### src/rtl/loadable_updown_counter_if.sv
// rtl/loadable_updown_counter_if.sv - control and status bundle for the loadable up/down counter
interface loadable_updown_counter_if #(
  parameter int unsigned WIDTH = 5
);
  logic             load;
  logic [WIDTH-1:0] data_in;
  logic             en;
  logic             up;
  logic [WIDTH-1:0] count;
  logic             tc;
  logic             ovf;
  logic             udf;

  modport master (
    output load, data_in, en, up,
    input  count, tc, ovf, udf
  );

  modport slave (
    input  load, data_in, en, up,
    output count, tc, ovf, udf
  );
endinterface

### src/rtl/loadable_updown_counter.sv
// rtl/loadable_updown_counter.sv - ranged up/down counter with clamped load, wrap/saturate ends and ovf/udf pulses
module loadable_updown_counter #(
  parameter int unsigned WIDTH    = 5,
  parameter int unsigned MIN_VAL  = 0,
  parameter int unsigned MAX_VAL  = (1 << WIDTH) - 1,
  parameter int unsigned RST_VAL  = 0,
  parameter bit          SATURATE = 1'b0
) (
  input  logic                       clk,
  input  logic                       rst,
  loadable_updown_counter_if.slave   cnt_if
);
  // One extra bit keeps MAX_VAL = 2**WIDTH-1 from aliasing when compared or stepped.
  localparam logic [WIDTH:0]   MIN_X = (WIDTH + 1)'(MIN_VAL);
  localparam logic [WIDTH:0]   MAX_X = (WIDTH + 1)'(MAX_VAL);
  localparam logic [WIDTH:0]   ONE_X = (WIDTH + 1)'(1);
  localparam logic [WIDTH-1:0] RST_C = WIDTH'(RST_VAL);

  logic [WIDTH-1:0] count_q, count_d;
  logic             ovf_q, ovf_d;
  logic             udf_q, udf_d;

  logic [WIDTH:0]   count_x;
  logic [WIDTH:0]   data_x;
  logic [WIDTH:0]   next_x;
  logic             at_max;
  logic             at_min;

  always_comb begin
    count_x = {1'b0, count_q};
    data_x  = {1'b0, cnt_if.data_in};
    at_max  = (count_x == MAX_X);
    at_min  = (count_x == MIN_X);
    next_x  = count_x;
    ovf_d   = 1'b0;
    udf_d   = 1'b0;

    if (cnt_if.load) begin
      if (data_x > MAX_X) begin
        next_x = MAX_X;
      end else if (data_x < MIN_X) begin
        next_x = MIN_X;
      end else begin
        next_x = data_x;
      end
    end else if (cnt_if.en) begin
      if (cnt_if.up) begin
        if (at_max) begin
          ovf_d  = 1'b1;
          next_x = SATURATE ? MAX_X : MIN_X;
        end else begin
          next_x = count_x + ONE_X;
        end
      end else begin
        if (at_min) begin
          udf_d  = 1'b1;
          next_x = SATURATE ? MIN_X : MAX_X;
        end else begin
          next_x = count_x - ONE_X;
        end
      end
    end

    count_d = next_x[WIDTH-1:0];
  end

  always_ff @(posedge clk) begin
    if (rst) begin
      count_q <= RST_C;
      ovf_q   <= 1'b0;
      udf_q   <= 1'b0;
    end else begin
      count_q <= count_d;
      ovf_q   <= ovf_d;
      udf_q   <= udf_d;
    end
  end

  // tc warns of the coming range-end event on the current edge; deliberately not gated by rst.
  assign cnt_if.tc    = cnt_if.en & ~cnt_if.load &
                        ((cnt_if.up & at_max) | (~cnt_if.up & at_min));
  assign cnt_if.count = count_q;
  assign cnt_if.ovf   = ovf_q;
  assign cnt_if.udf   = udf_q;
endmodule

### src/flat_wrapper.sv
// flat-port wrapper written by rule: the top's interface ports become plain ports
module loadable_updown_counter_flat 
#(
  parameter int unsigned WIDTH    = 5,
  parameter int unsigned MIN_VAL  = 0,
  parameter int unsigned MAX_VAL  = (1 << WIDTH) - 1,
  parameter int unsigned RST_VAL  = 0,
  parameter bit          SATURATE = 1'b0
)
  (clk, rst, cnt_if_load, cnt_if_data_in, cnt_if_en, cnt_if_up, cnt_if_count, cnt_if_tc, cnt_if_ovf, cnt_if_udf);
  loadable_updown_counter_if #(.WIDTH(WIDTH)) cnt_if_i ();
  input  logic clk;
  input  logic rst;
  input wire logic [$bits(cnt_if_i.load)-1:0] cnt_if_load;
  input wire logic [$bits(cnt_if_i.data_in)-1:0] cnt_if_data_in;
  input wire logic [$bits(cnt_if_i.en)-1:0] cnt_if_en;
  input wire logic [$bits(cnt_if_i.up)-1:0] cnt_if_up;
  output wire logic [$bits(cnt_if_i.count)-1:0] cnt_if_count;
  output wire logic [$bits(cnt_if_i.tc)-1:0] cnt_if_tc;
  output wire logic [$bits(cnt_if_i.ovf)-1:0] cnt_if_ovf;
  output wire logic [$bits(cnt_if_i.udf)-1:0] cnt_if_udf;
  assign cnt_if_i.load = cnt_if_load;
  assign cnt_if_i.data_in = cnt_if_data_in;
  assign cnt_if_i.en = cnt_if_en;
  assign cnt_if_i.up = cnt_if_up;
  assign cnt_if_count = cnt_if_i.count;
  assign cnt_if_tc = cnt_if_i.tc;
  assign cnt_if_ovf = cnt_if_i.ovf;
  assign cnt_if_udf = cnt_if_i.udf;
  loadable_updown_counter #(.WIDTH(WIDTH), .MIN_VAL(MIN_VAL), .MAX_VAL(MAX_VAL), .RST_VAL(RST_VAL), .SATURATE(SATURATE)) u_core (.clk(clk), .rst(rst), .cnt_if(cnt_if_i));
endmodule
### config.mk
export PLATFORM = sky130hd
export DESIGN_NAME = loadable_updown_counter_flat
export DESIGN_NICKNAME = d
export VERILOG_FILES = /design/src/rtl/loadable_updown_counter_if.sv /design/src/rtl/loadable_updown_counter.sv /design/src/flat_wrapper.sv
export SDC_FILE = /design/constraint.sdc
export NUM_CORES = 1
export LEC_CHECK = 0
export ABC_AREA = 1
export BUFFER_PORTS_ARGS = -buffer_cell sky130_fd_sc_hd__buf_2
export CORE_AREA = 2 2 39 41
export DETAILED_ROUTE_END_ITERATION = 12
export DIE_AREA = 0 0 41 43
export PLACE_DENSITY_LB_ADDON = 0.3
export SYNTH_ARGS = -nofsm -noshare
export SYNTH_HDL_FRONTEND = slang
export SYNTH_SLANG_ARGS = --single-unit
### constraint.sdc
create_clock -name clk -period 1.72 [get_ports clk]
set_clock_uncertainty 0.2 [all_clocks]
set_input_delay 0.086 -clock clk [delete_from_list [all_inputs] [get_ports clk]]
set_output_delay 0.086 -clock clk [all_outputs]
set_load 0.005 [all_outputs]
; After elaboration in Yosys (flattened, before gate mapping)
; Cells that the tools add are included.
[op_classes]
addsub = 2
n_eq_ne = 1
muxes = 7
bitwise_logic = 8
reduce_logical = 4
[ops]
columns = operator, n
row1 = two-way mux 5 bit, 5
row2 = OR reduction 4 bit, 2
row3 = "adder 5 x 1 -> 5 bit, second input constant", 1
row4 = "equality test 5 bit, second input constant", 1
row5 = zero test 5 bit, 1
row6 = "subtractor 5 x 1 -> 5 bit, second input constant", 1
row7 = AND 1 bit, 4
row8 = NOT 1 bit, 3
row9 = two-way mux 1 bit, 2
row10 = nonzero test 2 bit, 1
row11 = OR 1 bit, 1
[word_totals]
reg_bits = 7
in_bits = 10
out_inout_bits = 8
word_cells = 25

; Depth between registers and ports, before layout
[depth]
depth_word = 5
ltp_mapped = 9
ltp_nobuf = 9

; Worst setup path before layout
; No wires, ideal clock.
[synth_timing]
path_kind = register to register
from = register u_core.count_q[1] (netlist: u_core.cnt_if.count[1])
to = register u_core.count_q[4] (netlist: u_core.cnt_if.count[4])
setup_ps = 125
arrival_ps = 1262
required_ps = 1395
setup_slack_ps = 133
path_stages_with_launch = 9
path_buffers = 0
period_less_slack_ps = 1587
path_cell_list = dfxtp_1 > ha_1 > nand2_1 > nor2_1 > ha_1 > nor2_1 > nor2_1 > o21ai_0 > a31oi_1
[synth_between]
elab_chain_cells = 5
word_cells_on_any_way = 9
cone_classes = 2 x add/sub / 1 x eq/ne / 5 x mux / 1 x reduce/logical
[synth_lines]
columns = item, line_no
row1 = start: declaration, loadable_updown_counter.sv:19  ; logic [WIDTH-1:0] count_q, count_d;
row2 = start signal: assignment, loadable_updown_counter.sv:73  ; count_q <= count_d;
row3 = "subtractor 5 x 1 -> 5 bit, or another cell as far along", loadable_updown_counter.sv:59  ; next_x = count_x - ONE_X;
row4 = two-way mux 5 bit (on tied branches), "loadable_updown_counter.sv:55, loadable_updown_counter.sv:48"
row5 = two-way mux 5 bit *, loadable_updown_counter.sv:47  ; if (cnt_if.up) begin
row6 = two-way mux 5 bit *, loadable_updown_counter.sv:46  ; end else if (cnt_if.en) begin
row7 = two-way mux 5 bit *, loadable_updown_counter.sv:38  ; if (cnt_if.load) begin
; Mark *: on every way between the ends. The rest lies on a longest branch, timed or not. The select of a mux whose other input is x is not followed.
; A chain may end at the register's enable or synchronous reset.

; Worst setup path in the final report
[layout_timing]
from = register u_core.count_q[1] (netlist: u_core.cnt_if.count[1])
to = output cnt_if_tc
[layout_between]
elab_chain_cells = 4
word_cells_on_any_way = 6
cone_classes = 1 x eq/ne / 4 x bitwise / 1 x reduce/logical
[layout_lines]
columns = item, line_no
row1 = equality test 5 bit, loadable_updown_counter.sv:32  ; at_max = (count_x == MAX_X);
row2 = net u_core.at_max, loadable_updown_counter.sv:26  ; logic at_max;
row3 = AND 1 bit, loadable_updown_counter.sv:81  ; ((cnt_if.up & at_max) | (~cnt_if.up & at_min));
row4 = OR 1 bit, loadable_updown_counter.sv:81
row5 = AND 1 bit, loadable_updown_counter.sv:80  ; assign cnt_if.tc = cnt_if.en & ~cnt_if.load &
row6 = end: declaration, flat_wrapper.sv:19  ; output wire logic [$bits(cnt_if_i.tc)-1:0] cnt_if_tc;
; The timed path passes the listed nets, and every way through them passes these cells.

==> parameters.txt <==
Parameter                              Value

Run status
  Run status ... finished clean

Global route
  GRT Total Usage ... 0.1851
  Wire length of the first global-routing pass ... 2.277 mm
  Largest net degree at the start of global routing ... 9
  Initial antenna violation count ... 0
  Vias in the first global route ... 562
  GRT Residual Overflow ... 0

Worst setup path
  Worst flop-to-flop path startpoint ... u_core.cnt_if.count[1]
  R2R cell count ... 8
  Arrival time of the worst setup path ... 1.38 ns
  Classification of the worst setup path ... register to output pin
  Worst setup startpoint ... u_core.cnt_if.count[1]
  Critical Path Sink Type ... output pin
  Required time at the endpoint of the critical path ... 1.43 ns
  Reg-to-reg slack, setup ... 0.16 ns
  Maximum fanout count along the critical path ... 3
  Kind of start point of the critical path ... register
  Worst r2r dst ... u_core.cnt_if.count[4]

Synthesis
  Synthesis Warnings ... 0
  Yosys top cell area share ... 0.2712
  Number of library cell types mapped by synthesis ... 23
  Post-synthesis sequential element count ... 7
  XOR/XNOR Fraction of Synth Area ... 0.03390
  Summed instance area of the synthesized netlist ... 516.7 um^2
  Share of synthesized cell area in full adder, half adder and majority cells ... 0.07264
  Area contributors post-synth ... sky130_fd_sc_hd__dfxtp_1, sky130_fd_sc_hd__nand2_1, sky130_fd_sc_hd__ha_1, sky130_fd_sc_hd__nor2_1, sky130_fd_sc_hd__nand3_1
  Post-synthesis share of cell area spent on and, or, nand and nor gates ... 0.4044
  Cell taking the most area after synthesis ... sky130_fd_sc_hd__dfxtp_1
  Register area share after synthesis ... 0.2712
  Number of standard cells after synthesis ... 75
  Portion of netlist area occupied by mux cells ... 0
  Synth Area per Inst ... 6.890 um^2
  Net count after synthesis ... 88
  Compound-Gate Fraction of Synth Area ... 0.1235
  Dominant combinational cell family by area after synthesis ... simple AND/OR/NAND/NOR gates

Final layout
  Number of filler cells placed in the layout ... 123
  Storage cell area ... 147.6 um^2
  Area taken by multi-input logic gates ... 366.6 um^2
  Final nets ... 125
  Core utilization of the finished layout ... 0.5967
  Number of diodes ... 0
  Area overhead of the layout relative to synthesis ... 59.81%
  Fraction of final layout cells sized beyond drive strength 1 ... 0.4054

Place
  Count of buffers from port buffering ... 17
  Detailed Place HPWL ... 1.010 mm
  Routability-driven placement congestion ratio ... 0.7761

Timing
  Fin crit share ... 0.9703
  Slew at the pin closest to its max-slew limit ... 0.3813 ns
  Unrepaired setup endpoints after global routing ... true
  Total of endpoints with negative setup slack in the final report ... 0
  Total count of hold-check failures in the final report ... 0
  Minimum clock period ... 1.669 ns
  Timing-limited maximum frequency ... 599.2 MHz
  Number of max-slew violations in the final report ... 0
  Max_slew headroom ... 0.7449

Floorplan
  Ports placed on the boundary ... 18
  Height of the die ... 43 um
  Die W ... 41 um
  Initial Utilization ... 0.3734
  Core Footprint ... 0.001384 mm^2
  Die ar. ... 0.001763 mm^2
  Number of cell rows ... 14

Route
  Pre-Repair DR Iteration Count ... 4
  Via density per instance ... 5.110
  Via count ... 649
  Number of violations reported at the end of detailed-routing iteration 0 ... 18
  DRC violation count after routing ... 0
  Total wire length ... 1.455 mm
  Mean routed wirelength per cell ... 11.46 um
  Post-detailed-route count of antenna-violating nets ... 0

Pwr
  Worst-case vdd ir drop ... 0.4120 mV
  Standby leakage power ... 0.3879 nW
  Total power ... 508.1 uW
  Power per cell area ... 615.3 mW/mm^2

Worst hold path
  Startpoint of the most critical hold path ... cnt_if_en
  WHS Endpoint ... u_core.cnt_if.count[3]
  WHS Path Cells ... 4
  Type of the worst min-delay path ... input port to register

Clock tree
  CTS sink count ... 7
  Clock tree from TritonCTS ... done
  H-Tree Depth ... 1
  Max clock buf depth ... 2
  Clock transition at the registers of the reported paths ... 0.05 ns
  Clock tree root buffer cell ... sky130_fd_sc_hd__clkbuf_4
  Clock buffer count from CTS ... 3
  Skew-Pair Late Insertion Delay ... 0.25 ns

Job
  Number of max-cap violations ... 0
layout by cell type, fill, tap and decap left out:
master                           n
sky130_fd_sc_hd__nand4_1         1
sky130_fd_sc_hd__a21oi_1         2
sky130_fd_sc_hd__dlygate4sd3_1   9
sky130_fd_sc_hd__nand3_1         6
sky130_fd_sc_hd__inv_1           8
sky130_fd_sc_hd__nor2_1          9
sky130_fd_sc_hd__ha_4            2
sky130_fd_sc_hd__a21oi_2         2
sky130_fd_sc_hd__dfxtp_1         5
sky130_fd_sc_hd__clkbuf_1        1
sky130_fd_sc_hd__buf_2          17
sky130_fd_sc_hd__a31oi_1         3
sky130_fd_sc_hd__o21ai_0         1
sky130_fd_sc_hd__nor2_4          1
sky130_fd_sc_hd__nand2_1        15
sky130_fd_sc_hd__nand2_2         4
sky130_fd_sc_hd__clkbuf_4        3
sky130_fd_sc_hd__nand3_2         1
sky130_fd_sc_hd__xor2_1          1
sky130_fd_sc_hd__a22oi_1         1
sky130_fd_sc_hd__nor2_2          2
sky130_fd_sc_hd__inv_2           2
sky130_fd_sc_hd__nand4_4         1
sky130_fd_sc_hd__nor3_1          2
sky130_fd_sc_hd__buf_4           7
sky130_fd_sc_hd__ha_2            1
sky130_fd_sc_hd__dfxtp_4         2
sky130_fd_sc_hd__xnor2_1         1
sky130_fd_sc_hd__o2bb2ai_1       1
cell usage after synthesis (all sizes together):
cell and n:
buf 1, nand4 2, xnor2 1, o2bb2ai 1, ha 3, a22oi 1
nor3 2, inv 10, a21oi 4, nand2 19, dfxtp 7, o21ai 1
nor2 12, a31oi 3, nand3 7, xor2 1
logic make-up (layout without fill, tap and decap cells):
logic type      Yosys count  in the layout
simple gates             42             42
xor+xnor                  2              2
flops                     7              7
compound gates           10             10
fa+ha+maj                 3              3
buf+inv                  11             47
registers in the layout, summed over array words and instances, names as in the netlist:
signal,count
u_core.cnt_if.count,5
u_core.cnt_if.ovf,1
u_core.cnt_if.udf,1
area by class of cell:
| class | instances | share of cell area |
|---|---|---|
| clock buffer | 4 | 0.03182 |
| tap | 16 | 0.02424 |
| multi-input combinational | 57 | 0.4439 |
| sequential | 7 | 0.1788 |
| inverter | 10 | 0.04545 |
| timing repair buffer | 33 | 0.2758 |
worst max-delay path: stages, from the launching register on:
cell,delay [ns]
sky130_fd_sc_hd__dfxtp_4,0.36
sky130_fd_sc_hd__ha_4,0.15
sky130_fd_sc_hd__nand2_2,0.05
sky130_fd_sc_hd__nor2_2,0.09
sky130_fd_sc_hd__ha_2,0.19
sky130_fd_sc_hd__nand2_2,0.07
sky130_fd_sc_hd__a21oi_2,0.11
sky130_fd_sc_hd__buf_2,0.12
repair_timing:
action	in CTS	in global routing
resized for setup	7	6
pin swaps	1	4
setup endpoints to repair	1	1
hold buffers	9	0
endpoints found under the hold margin	7	0
setup buffers	3	0
power breakdown:
| group | switching, mW | internal, mW |
|---|---|---|
| sequential | 0.00936 | 0.172 |
| combinational | 0.0913 | 0.0873 |
| clock | 0.0599 | 0.0885 |
| total | 0.161 | 0.348 |
metal layers:
layer	wire length [um]	global-route usage	vias up
li1	-	-	318
met1	618	0.2233	303
met2	749	0.3125	26
met3	80	0.04712	2
met4	6	0.04000	0
met5	0	0	-
worst max-delay path by stage:
stage          depth (start not counted)  slack, ns                     end
2_1_floorplan                          8       0.13  u_core.cnt_if.count[4]
3_3_place_gp                           8       0.12  u_core.cnt_if.count[2]
5_1_grt                                7      -0.04               cnt_if_tc
3_5_place_dp                           8        0.1  u_core.cnt_if.count[4]
6_report                               7       0.05               cnt_if_tc
4_1_cts                                7     0.0008               cnt_if_tc
metrics by stage:
| step | setup WS [ns] | cell area, um^2 | hold WS [ns] | setup TNS [ns] | std cells |
|---|---|---|---|---|---|
| after floorplan | 0.1328 | 516.7 | -0.05156 | 0 | 75 |
| after global placement | 0.1227 | 640.6 | 0.1409 | 0 | 111 |
| after detailed placement | 0.09574 | 640.6 | 0.1356 | 0 | 111 |
| after CTS | 0.0008320 | 802.0 | 0.003703 | 0 | 127 |
| after global routing | -0.04500 | 825.8 | 0.03737 | -0.04500 | 127 |
| final | 0.05107 | 825.8 | 0.01032 | 0 | 127 |
Note: power is estimated with default switching activity, not from simulation.
